$ cat config.mk
export PLATFORM = sky130hd
export DESIGN_NAME = branch_resolve_predict_flat
export DESIGN_NICKNAME = d
export VERILOG_FILES = /design/src/rtl/branch_resolve_predict_if.sv /design/src/rtl/branch_resolve_predict.sv /design/src/flat_wrapper.sv
export SDC_FILE = /design/constraint.sdc
export NUM_CORES = 1
export LEC_CHECK = 0
export ABC_AREA = 1
export CAP_MARGIN = 30
export CORE_UTILIZATION = 45
export DETAILED_ROUTE_END_ITERATION = 7
export DONT_BUFFER_PORTS = 1
export GPL_TIMING_DRIVEN = 1
export HOLD_SLACK_MARGIN = 0.08
export PLACE_DENSITY = 0.66
export SLEW_MARGIN = 20
export SYNTH_ARGS = -nofsm -noshare
export SYNTH_HDL_FRONTEND = slang
export SYNTH_SLANG_ARGS = --single-unit
$ cat constraint.sdc
create_clock -name clk -period 4.6 [get_ports clk]
set_clock_uncertainty 0.15 [all_clocks]
set_input_delay 0.69 -clock clk [delete_from_list [all_inputs] [get_ports clk]]
set_output_delay 0.69 -clock clk [all_outputs]
set_load 0.1 [all_outputs]
$ cat src/rtl/branch_resolve_predict_if.sv
`default_nettype none
// +----------------------------------------------------------------------------+
// | Module   : branch_resolve_predict_if                                       |
// | Purpose  : Bundles the fetch-prediction, EX-resolve and statistics signals |
// |            of the branch unit.                                             |
// | Ports    : slave  - the branch unit (EX/IF inputs in, results out)         |
// |            master - the pipeline side (drives EX/IF, observes results)     |
// | Revision : 1.0 - initial release                                           |
// +----------------------------------------------------------------------------+
interface branch_resolve_predict_if #(
  parameter int XLEN  = 32,
  parameter int CNT_W = 32
);
  // Fetch-side prediction
  logic [XLEN-1:0]  if_pc;
  logic             pred_taken;

  // EX-stage branch resolution
  logic             ex_valid;
  logic             ex_is_branch;
  logic [2:0]       ex_funct3;
  logic [XLEN-1:0]  ex_pc;
  logic [XLEN-1:0]  ex_rs1;
  logic [XLEN-1:0]  ex_rs2;
  logic             ex_pred_taken;
  logic             branch_taken;
  logic             mispredict;
  logic             illegal_funct3;

  // Performance counters
  logic [CNT_W-1:0] branch_count;
  logic [CNT_W-1:0] mispredict_count;

  modport slave (
    input  if_pc, ex_valid, ex_is_branch, ex_funct3, ex_pc, ex_rs1, ex_rs2,
           ex_pred_taken,
    output pred_taken, branch_taken, mispredict, illegal_funct3,
           branch_count, mispredict_count
  );

  modport master (
    output if_pc, ex_valid, ex_is_branch, ex_funct3, ex_pc, ex_rs1, ex_rs2,
           ex_pred_taken,
    input  pred_taken, branch_taken, mispredict, illegal_funct3,
           branch_count, mispredict_count
  );
endinterface
`default_nettype wire

$ cat src/rtl/branch_resolve_predict.sv
`default_nettype none
// +----------------------------------------------------------------------------+
// | Module   : branch_resolve_predict                                          |
// | Purpose  : Resolves RV32 conditional branches from EX operands, checks     |
// |            them against the carried prediction, trains a PC-indexed table  |
// |            of 2-bit saturating counters that predicts for IF, and counts   |
// |            resolved branches and mispredicts (saturating).                 |
// | Ports    : clk   - clock                                                   |
// |            rst_n - synchronous active-low reset                            |
// |            bus   - branch_resolve_predict_if.slave (prediction, resolve,   |
// |                    outcome and counter signals)                            |
// | Revision : 1.0 - initial release                                           |
// +----------------------------------------------------------------------------+
module branch_resolve_predict #(
  parameter int XLEN        = 32,
  parameter int BHT_ENTRIES = 64,
  parameter int CNT_W       = 32
) (
  input  logic                        clk,
  input  logic                        rst_n,
  branch_resolve_predict_if.slave     bus
);

  localparam int         IDX_W     = $clog2(BHT_ENTRIES);
  localparam logic [1:0] C_BHT_RST = 2'b01;  // weakly not-taken

  // ---------------------------------------------------------------------------
  // State
  // ---------------------------------------------------------------------------
  logic [1:0]       bht_q [BHT_ENTRIES];
  logic [1:0]       bht_d [BHT_ENTRIES];
  logic [CNT_W-1:0] branch_count_q, branch_count_d;
  logic [CNT_W-1:0] mispredict_count_q, mispredict_count_d;

  // ---------------------------------------------------------------------------
  // Combinational resolve
  // ---------------------------------------------------------------------------
  logic             resolve;
  logic             cond_true;
  logic             funct3_bad;
  logic             legal_resolve;
  logic             taken;
  logic             mispred;
  logic [IDX_W-1:0] if_idx;
  logic [IDX_W-1:0] ex_idx;

  assign if_idx = bus.if_pc[IDX_W+1:2];
  assign ex_idx = bus.ex_pc[IDX_W+1:2];

  always_comb begin
    cond_true  = 1'b0;
    funct3_bad = 1'b0;
    case (bus.ex_funct3)
      3'b000:  cond_true = (bus.ex_rs1 == bus.ex_rs2);
      3'b001:  cond_true = (bus.ex_rs1 != bus.ex_rs2);
      3'b100:  cond_true = ($signed(bus.ex_rs1) <  $signed(bus.ex_rs2));
      3'b101:  cond_true = ($signed(bus.ex_rs1) >= $signed(bus.ex_rs2));
      3'b110:  cond_true = (bus.ex_rs1 <  bus.ex_rs2);
      3'b111:  cond_true = (bus.ex_rs1 >= bus.ex_rs2);
      default: funct3_bad = 1'b1;  // 010 / 011 are not branch encodings
    endcase

    resolve       = bus.ex_valid & bus.ex_is_branch;
    legal_resolve = resolve & ~funct3_bad;
    taken         = legal_resolve & cond_true;
    mispred       = legal_resolve & (taken != bus.ex_pred_taken);
  end

  assign bus.branch_taken     = taken;
  assign bus.mispredict       = mispred;
  assign bus.illegal_funct3   = resolve & funct3_bad;
  // Raw table read: an update in the same cycle becomes visible next cycle.
  assign bus.pred_taken       = bht_q[if_idx][1];
  assign bus.branch_count     = branch_count_q;
  assign bus.mispredict_count = mispredict_count_q;

  // ---------------------------------------------------------------------------
  // Next-state
  // ---------------------------------------------------------------------------
  always_comb begin
    bht_d = bht_q;
    if (legal_resolve) begin
      if (taken) begin
        if (bht_q[ex_idx] != 2'b11) bht_d[ex_idx] = bht_q[ex_idx] + 2'b01;
      end else begin
        if (bht_q[ex_idx] != 2'b00) bht_d[ex_idx] = bht_q[ex_idx] - 2'b01;
      end
    end

    branch_count_d = branch_count_q;
    if (legal_resolve && (branch_count_q != {CNT_W{1'b1}}))
      branch_count_d = branch_count_q + 1'b1;

    mispredict_count_d = mispredict_count_q;
    if (mispred && (mispredict_count_q != {CNT_W{1'b1}}))
      mispredict_count_d = mispredict_count_q + 1'b1;
  end

  // Reset has priority, so an update presented during reset is dropped.
  always_ff @(posedge clk) begin
    if (!rst_n) begin
      for (int i = 0; i < BHT_ENTRIES; i++) bht_q[i] <= C_BHT_RST;
      branch_count_q     <= '0;
      mispredict_count_q <= '0;
    end else begin
      bht_q              <= bht_d;
      branch_count_q     <= branch_count_d;
      mispredict_count_q <= mispredict_count_d;
    end
  end

  // PC bits outside the index field do not affect the table.
  logic unused_pc_bits;
  assign unused_pc_bits = ^{bus.if_pc[XLEN-1:IDX_W+2], bus.if_pc[1:0],
                            bus.ex_pc[XLEN-1:IDX_W+2], bus.ex_pc[1:0]};

endmodule
`default_nettype wire

$ cat src/flat_wrapper.sv
// flat-port wrapper written by rule: the top's interface ports become plain ports
module branch_resolve_predict_flat 
#(
  parameter int XLEN        = 32,
  parameter int BHT_ENTRIES = 64,
  parameter int CNT_W       = 32
)
  (clk, rst_n, bus_if_pc, bus_ex_valid, bus_ex_is_branch, bus_ex_funct3, bus_ex_pc, bus_ex_rs1, bus_ex_rs2, bus_ex_pred_taken, bus_pred_taken, bus_branch_taken, bus_mispredict, bus_illegal_funct3, bus_branch_count, bus_mispredict_count);
  branch_resolve_predict_if #(.XLEN(XLEN), .CNT_W(CNT_W)) bus_i ();
  input  logic clk;
  input  logic rst_n;
  input wire logic [$bits(bus_i.if_pc)-1:0] bus_if_pc;
  input wire logic [$bits(bus_i.ex_valid)-1:0] bus_ex_valid;
  input wire logic [$bits(bus_i.ex_is_branch)-1:0] bus_ex_is_branch;
  input wire logic [$bits(bus_i.ex_funct3)-1:0] bus_ex_funct3;
  input wire logic [$bits(bus_i.ex_pc)-1:0] bus_ex_pc;
  input wire logic [$bits(bus_i.ex_rs1)-1:0] bus_ex_rs1;
  input wire logic [$bits(bus_i.ex_rs2)-1:0] bus_ex_rs2;
  input wire logic [$bits(bus_i.ex_pred_taken)-1:0] bus_ex_pred_taken;
  output wire logic [$bits(bus_i.pred_taken)-1:0] bus_pred_taken;
  output wire logic [$bits(bus_i.branch_taken)-1:0] bus_branch_taken;
  output wire logic [$bits(bus_i.mispredict)-1:0] bus_mispredict;
  output wire logic [$bits(bus_i.illegal_funct3)-1:0] bus_illegal_funct3;
  output wire logic [$bits(bus_i.branch_count)-1:0] bus_branch_count;
  output wire logic [$bits(bus_i.mispredict_count)-1:0] bus_mispredict_count;
  assign bus_i.if_pc = bus_if_pc;
  assign bus_i.ex_valid = bus_ex_valid;
  assign bus_i.ex_is_branch = bus_ex_is_branch;
  assign bus_i.ex_funct3 = bus_ex_funct3;
  assign bus_i.ex_pc = bus_ex_pc;
  assign bus_i.ex_rs1 = bus_ex_rs1;
  assign bus_i.ex_rs2 = bus_ex_rs2;
  assign bus_i.ex_pred_taken = bus_ex_pred_taken;
  assign bus_pred_taken = bus_i.pred_taken;
  assign bus_branch_taken = bus_i.branch_taken;
  assign bus_mispredict = bus_i.mispredict;
  assign bus_illegal_funct3 = bus_i.illegal_funct3;
  assign bus_branch_count = bus_i.branch_count;
  assign bus_mispredict_count = bus_i.mispredict_count;
  branch_resolve_predict #(.XLEN(XLEN), .BHT_ENTRIES(BHT_ENTRIES), .CNT_W(CNT_W)) u_core (.clk(clk), .rst_n(rst_n), .bus(bus_i));
endmodule
==> results of run 1 <==
## layout by cell type (no fill, tap or decap), drive strengths merged, types with 20 or more instances in the layout
master | Yosys | final
nand3 | 247 | 247
nor3 | 57 | 57
buf | 46 | 97
inv | 189 | 194
ha | 36 | 36
a21oi | 124 | 124
o21ai | 67 | 67
nor2 | 281 | 281
xor2 | 24 | 24
clkbuf | 73 | 20
dfxtp | 192 | 192
nand2 | 497 | 497
nand4 | 96 | 96
## power by group through the flow
stage / Clock [uW] / Sequential, uW / Combinational (uW)
6_report: 1450 / 1670 / 604
5_1_grt: 1530 / 1670 / 648
4_1_cts: 1470 / 1670 / 592
3_5_place_dp: 0 / 1710 / 590
3_3_place_gp: 0 / 1710 / 579
2_1_floorplan: 0 / 1720 / 414
## cells by family (layout without fill, tap and decap cells)
family                   Yosys count  in the layout
adder cells (fa/ha/maj)           36             36
AND/OR/NAND/NOR                 1199           1199
XOR/XNOR                          33             33
flip-flops                       192            192
AO/OA/AOI/OAI                    255            255
buffers and inverters            311            322
## path summary, 6_finish.rpt
kind	start	to	slack (ps)	cells after the start
hold / removal	rst_n	u_core.bus.branch_count[4]	210	2
hold reg to reg	flop	flop	330	2
setup / recovery	bus_ex_rs2[31]	bus_mispredict	860	15
setup reg to reg	u_core.bht_q[105]	u_core.bht_q[93]	1330	12
## layer usage
| metal | GRT usage, % | wire (um) |
|---|---|---|
| met4 | 10.42 | 1253 |
| met1 | 36.36 | 16860 |
| met3 | 6.950 | 4156 |
| met5 | 0 | 0 |
| met2 | 47.07 | 18940 |
## per-stage QoR
step	util (%)	cells	instance area, sq um	hold slack, ps	total power [uW]
2_1_floorplan	-	2026	12590	291.9	2137
3_3_place_gp	49.01	2374	13320	302.8	2284
3_5_place_dp	49.19	2377	13370	306.2	2296
4_1_cts	51.24	2409	13920	173.7	3723
5_1_grt	51.24	2409	13920	185.0	3844
6_report	51.24	2409	13920	206.1	3725
## cell type report
class | count | area [sq um]
Clock inverter | 13 | 102.6
Fill cell | 2776 | 13250
Timing Repair Buffer | 98 | 807.0
Tap cell | 372 | 465.4
Clock buffer | 19 | 452.9
Inverter | 192 | 720.7
Sequential cell | 192 | 3844
Multi-Input combinational cell | 1523 | 7532
==> results.json, run 1 <==
{
  "outcome": "completed",
  "synth-seq-area-share_pct": 30.53,
  "drive_above_1_share_pct": 8.542,
  "max_slew_margin_pct": 34.72,
  "synth_cells": 2026,
  "place_hpwl_mm": 26.75,
  "cp_max_fo": 15,
  "max_freq_ghz": 0.2677,
  "cp.required_ps": 3760,
  "dieWidth_um": 169.3,
  "num_antenna_cells": 0,
  "grt-ovfl-total": 0,
  "hp-class": "in2reg",
  "cap_violations": 0,
  "yosysWarnings": 0,
  "portBuffers": 0,
  "cpMostUsedCell": "nand2_1",
  "nets": 2196,
  "synth_area_leaders": "dfxtp_1, nand2_1, nand3_1",
  "maxSlewViolCount": 0,
  "grt_pass1_vias": 12580,
  "crit_type": "in2out",
  "area_growth_pct": 10.60,
  "htreeDepth": 4,
  "pwr_density_cell_mw_per_mm2": 267.5,
  "period_share_pct": 81.20,
  "drt_iter0_drc": 1507,
  "finalCriticalPeriod_ps": 3735,
  "syn_area_sq_mm": 0.01259,
  "ioPinCount": 204,
  "pwr-share-clk_pct": 39.1,
  "drtPass1Iterations": 6,
  "critPathBufInv": 2,
  "async_flop_share_pct": 0,
  "end_kind": "output pin",
  "clock_latency_ps": 460,
  "wl_per_cell_um": 17.10,
  "ant_nets": 0,
  "yosys-top-cells-count": "nand2_1, nor2_1, nand3_1",
  "fin_tns_setup_ps": 0,
  "seqPwrFrac_pct": 44.7,
  "initial_core_util_pct": 46.33,
  "synthSimpleGateAreaFrac_pct": 41.99,
  "synth_edf_count": 0,
  "synth.most_common_cell": "nand2_1",
  "hold_buffers": 0,
  "yosys.area_share.adder_pct": 3.578,
  "critical-path-slowest-cell": "ha_1",
  "clockRootBuffer": "clkbuf_16",
  "synth_xor_area_share_pct": 2.296,
  "synth_compound_area_share_pct": 11.61,
  "viasPerCell": 5.715,
  "p_comb_share_pct": 16.2,
  "switching_share_pct": 32.04,
  "synth_top_family_by_area": "simple AND/OR/NAND/NOR gates",
  "cts_sinks": 192,
  "p_int_uw": 2531,
  "clk_path_buf_depth": 2,
  "ys_types": 48,
  "drt_wl_total_mm": 41.20,
  "die_h_um": 169.3,
  "clkTransAtPathRegs_ps": 70,
  "setup_violations": 0,
  "max_stage_delay_ps": 320,
  "cts_buffers": 17,
  "antenna_found_initial": 0,
  "grt_max_degree": 112,
  "ctsResizeCount": 0,
  "yosys_register_bits": 192,
  "crit_family": "simple AND/OR/NAND/NOR gates",
  "vias": 13770,
  "cts_tree": "yes",
  "power_leakage_uw": 0.005851,
  "synth_mux_area_share_pct": 0,
  "power_switching_uw": 1194,
  "synth.top_cell.area_share_pct": 30.53,
  "grt.total_usage_pct": 28.66,
  "cts_setup_buffers": 0,
  "finalHoldViolations": 0,
  "arrival_ps": 2900,
  "die-area_sq_mm": 0.02865,
  "gp_congestion": 0.9446,
  "syn_nets": 2198,
  "place_ws_ps": 598.5,
  "core_area_sq_mm": 0.02718,
  "rows": 60,
  "rsz0062_at_grt": "no",
  "drc": 0,
  "path_cells": "inv_1, ha_1, nand2_1, nor2_1, nand2_1, nor2_2, nand2_1, nand2_1, nand2_1, nand3_1, nand2_1, nand3_4, nand2_1, a21boi_2, buf_4",
  "yosys.area.top_type": "dfxtp_1",
  "start_kind": "primary input",
  "avgSynthCellArea_sq_um": 6.214,
  "irDropWorstVdd_uv": 260.1,
  "worst_pin_slew_ps": 978.1,
  "synth_ff_type": "dfxtp_1",
  "grt_pass1_wl_mm": 65.54,
  "fin_ws_ps": 864.9
}
Power figures use the tool's default switching activity.
==> run 2, diff against run 1 <==
Clock period 4.6 ns to 3.8 ns, I/O delays scaled along.
==> run 2 against run 1 <==
Compared with the run above:
- first-iteration DRC count is 7.8% lower
- sequential share of layout area down 0.35 points
- core utilization rose by 0.65 points
- highest routed layer unchanged
- global-route usage is 0.46 points higher
- worst hold slack worse by 120 ps
- combinational power grew 28%
- largest power group unchanged
- sequential cell count did not move
- cell count increased by 0.58%
- critical path type unchanged
- worst setup slack lost 480 ps
- largest cell class unchanged
- die area stayed put
- total power is 23% higher
- clock power rose by 23%
==> results.json, run 2 (synthesized netlist as in run 1, its figures left out) <==
{
  "ioPinCount": 204,
  "period_share_pct": 89.91,
  "hold_buffers": 1,
  "cpMostUsedCell": "nand2_1",
  "clock_latency_ps": 450,
  "area_growth_pct": 12.02,
  "max_freq_ghz": 0.2927,
  "grt.total_usage_pct": 29.12,
  "htreeDepth": 4,
  "ant_nets": 0,
  "grt_pass1_wl_mm": 66.83,
  "outcome": "completed",
  "antenna_found_initial": 0,
  "max_slew_margin_pct": 57.52,
  "drt_iter0_drc": 1390,
  "drive_above_1_share_pct": 9.069,
  "rows": 60,
  "cp.required_ps": 3080,
  "critical-path-slowest-cell": "ha_1",
  "cts_sinks": 192,
  "vias": 13910,
  "holdWs_ps": 88.05,
  "drtPass1Iterations": 7,
  "ctsResizeCount": 0,
  "nets": 2211,
  "drt_wl_total_mm": 41.63,
  "gp_congestion": 0.9639,
  "power_leakage_uw": 0.005947,
  "clockRootBuffer": "clkbuf_16",
  "place_hpwl_mm": 26.99,
  "num_antenna_cells": 0,
  "path_cells": "inv_1, ha_1, a21oi_1, nor2_1, nor2_1, nand2_1, nand2_1, nand2_1, nand2_1, nand2_1, nand2_1, nand3_1, nand2_1, nand3_4, nand2_2, inv_1, buf_4",
  "pwr_density_cell_mw_per_mm2": 324.7,
  "grt-ovfl-total": 0,
  "cts_buffers": 17,
  "maxSlewViolCount": 0,
  "portBuffers": 0,
  "clk_path_buf_depth": 2,
  "drc": 0,
  "worst_pin_slew_ps": 636.5,
  "viasPerCell": 5.740,
  "die-area_sq_mm": 0.02865,
  "total_power_uw": 4579,
  "die_h_um": 169.3,
  "end_kind": "output pin",
  "cts_setup_buffers": 0,
  "max_stage_delay_ps": 290,
  "irDropWorstVdd_uv": 323.0,
  "hp-class": "in2reg",
  "final_common_cell": "nand2_1",
  "dieWidth_um": 169.3,
  "core_area_sq_mm": 0.02718,
  "grt_pass1_vias": 12880,
  "cts_tree": "yes",
  "rsz0062_at_grt": "no",
  "arrival_ps": 2700,
  "setup_violations": 0,
  "cap_violations": 0,
  "finalCriticalPeriod_ps": 3417,
  "initial_core_util_pct": 46.33,
  "finalHoldViolations": 0,
  "mostFrequentLayoutCells": "nand2_1, nor2_1, nand3_1, dfxtp_1, inv_1",
  "crit_type": "in2out",
  "cp_max_fo": 10,
  "grt_max_degree": 119,
  "clkTransAtPathRegs_ps": 70,
  "wl_per_cell_um": 17.18,
  "start_kind": "primary input"
}
run 2: cell count changes in the layout (fill, tap and decap cells not counted), sizes merged:
| cell | previous run | this run |
|---|---|---|
| buf | 97 | 110 |
| bufinv | 0 | 1 |
| clkbuf | 20 | 19 |
| clkinv | 9 | 11 |
| clkinvlp | 2 | 1 |
| dlygate4sd3 | 0 | 3 |
| inv | 194 | 191 |
run 2: worst paths after layout:
check,from,to,slack [ps],cells after the start
worst min-delay path,rst_n,u_core.bus.branch_count[30],90,2
worst min register to register,flop,flop,330,2
worst max register to register,u_core.bht_q[9],u_core.bht_q[113],570,16
worst max-delay path,bus_ex_rs2[5],bus_branch_taken,380,17
run 2: cell type report:
cell class / instances / area (sq um)
fillers: 2766 / 13070
multi-input cells: 1523 / 7541
clock buffers: 19 / 452.9
well taps: 372 / 465.4
inverters: 192 / 720.7
flip-flops and latches: 192 / 3844
clock inverters: 12 / 110.1
repair buffers: 113 / 968.4
run 2: per-layer routing:
metal	part of all wire, %	GRT usage [%]	vias up	routed length, um
li1	-	-	6773	-
met1	41	37.23	6400	17240
met2	45	47.04	643	18740
met3	10	7.416	93	4363
met4	3.1	10.97	0	1292
met5	0	0	-	0
run 2: report_power, final:
part	internal (uW)	switching (uW)	total, uW
sequential	2020	2.66	2020
clock	939	851	1790
combinational	192	579	771
total	3150	1430	4580
run 2: critical path, delay by kind of cell:
family                   cells  cell delay, ps
buffers and inverters        3             330
AO/OA/AOI/OAI                1             160
AND/OR/NAND/NOR             12            1320
adder cells (fa/ha/maj)      1             290
run 2: metrics by stage:
stage | std cells | setup TNS, ps | cell area, sq um | util, % | setup slack [ps]
CTS | 2421 | 0 | 14080 | 51.82 | 341.5
detailed placement | 2389 | 0 | 13510 | 49.71 | 74.29
global route | 2423 | 0 | 14100 | 51.89 | 99.25
finish | 2423 | 0 | 14100 | 51.89 | 383.4
floorplan | 2026 | -221.6 | 12600 | - | -221.6
global placement | 2389 | 0 | 13510 | 49.71 | 131.8
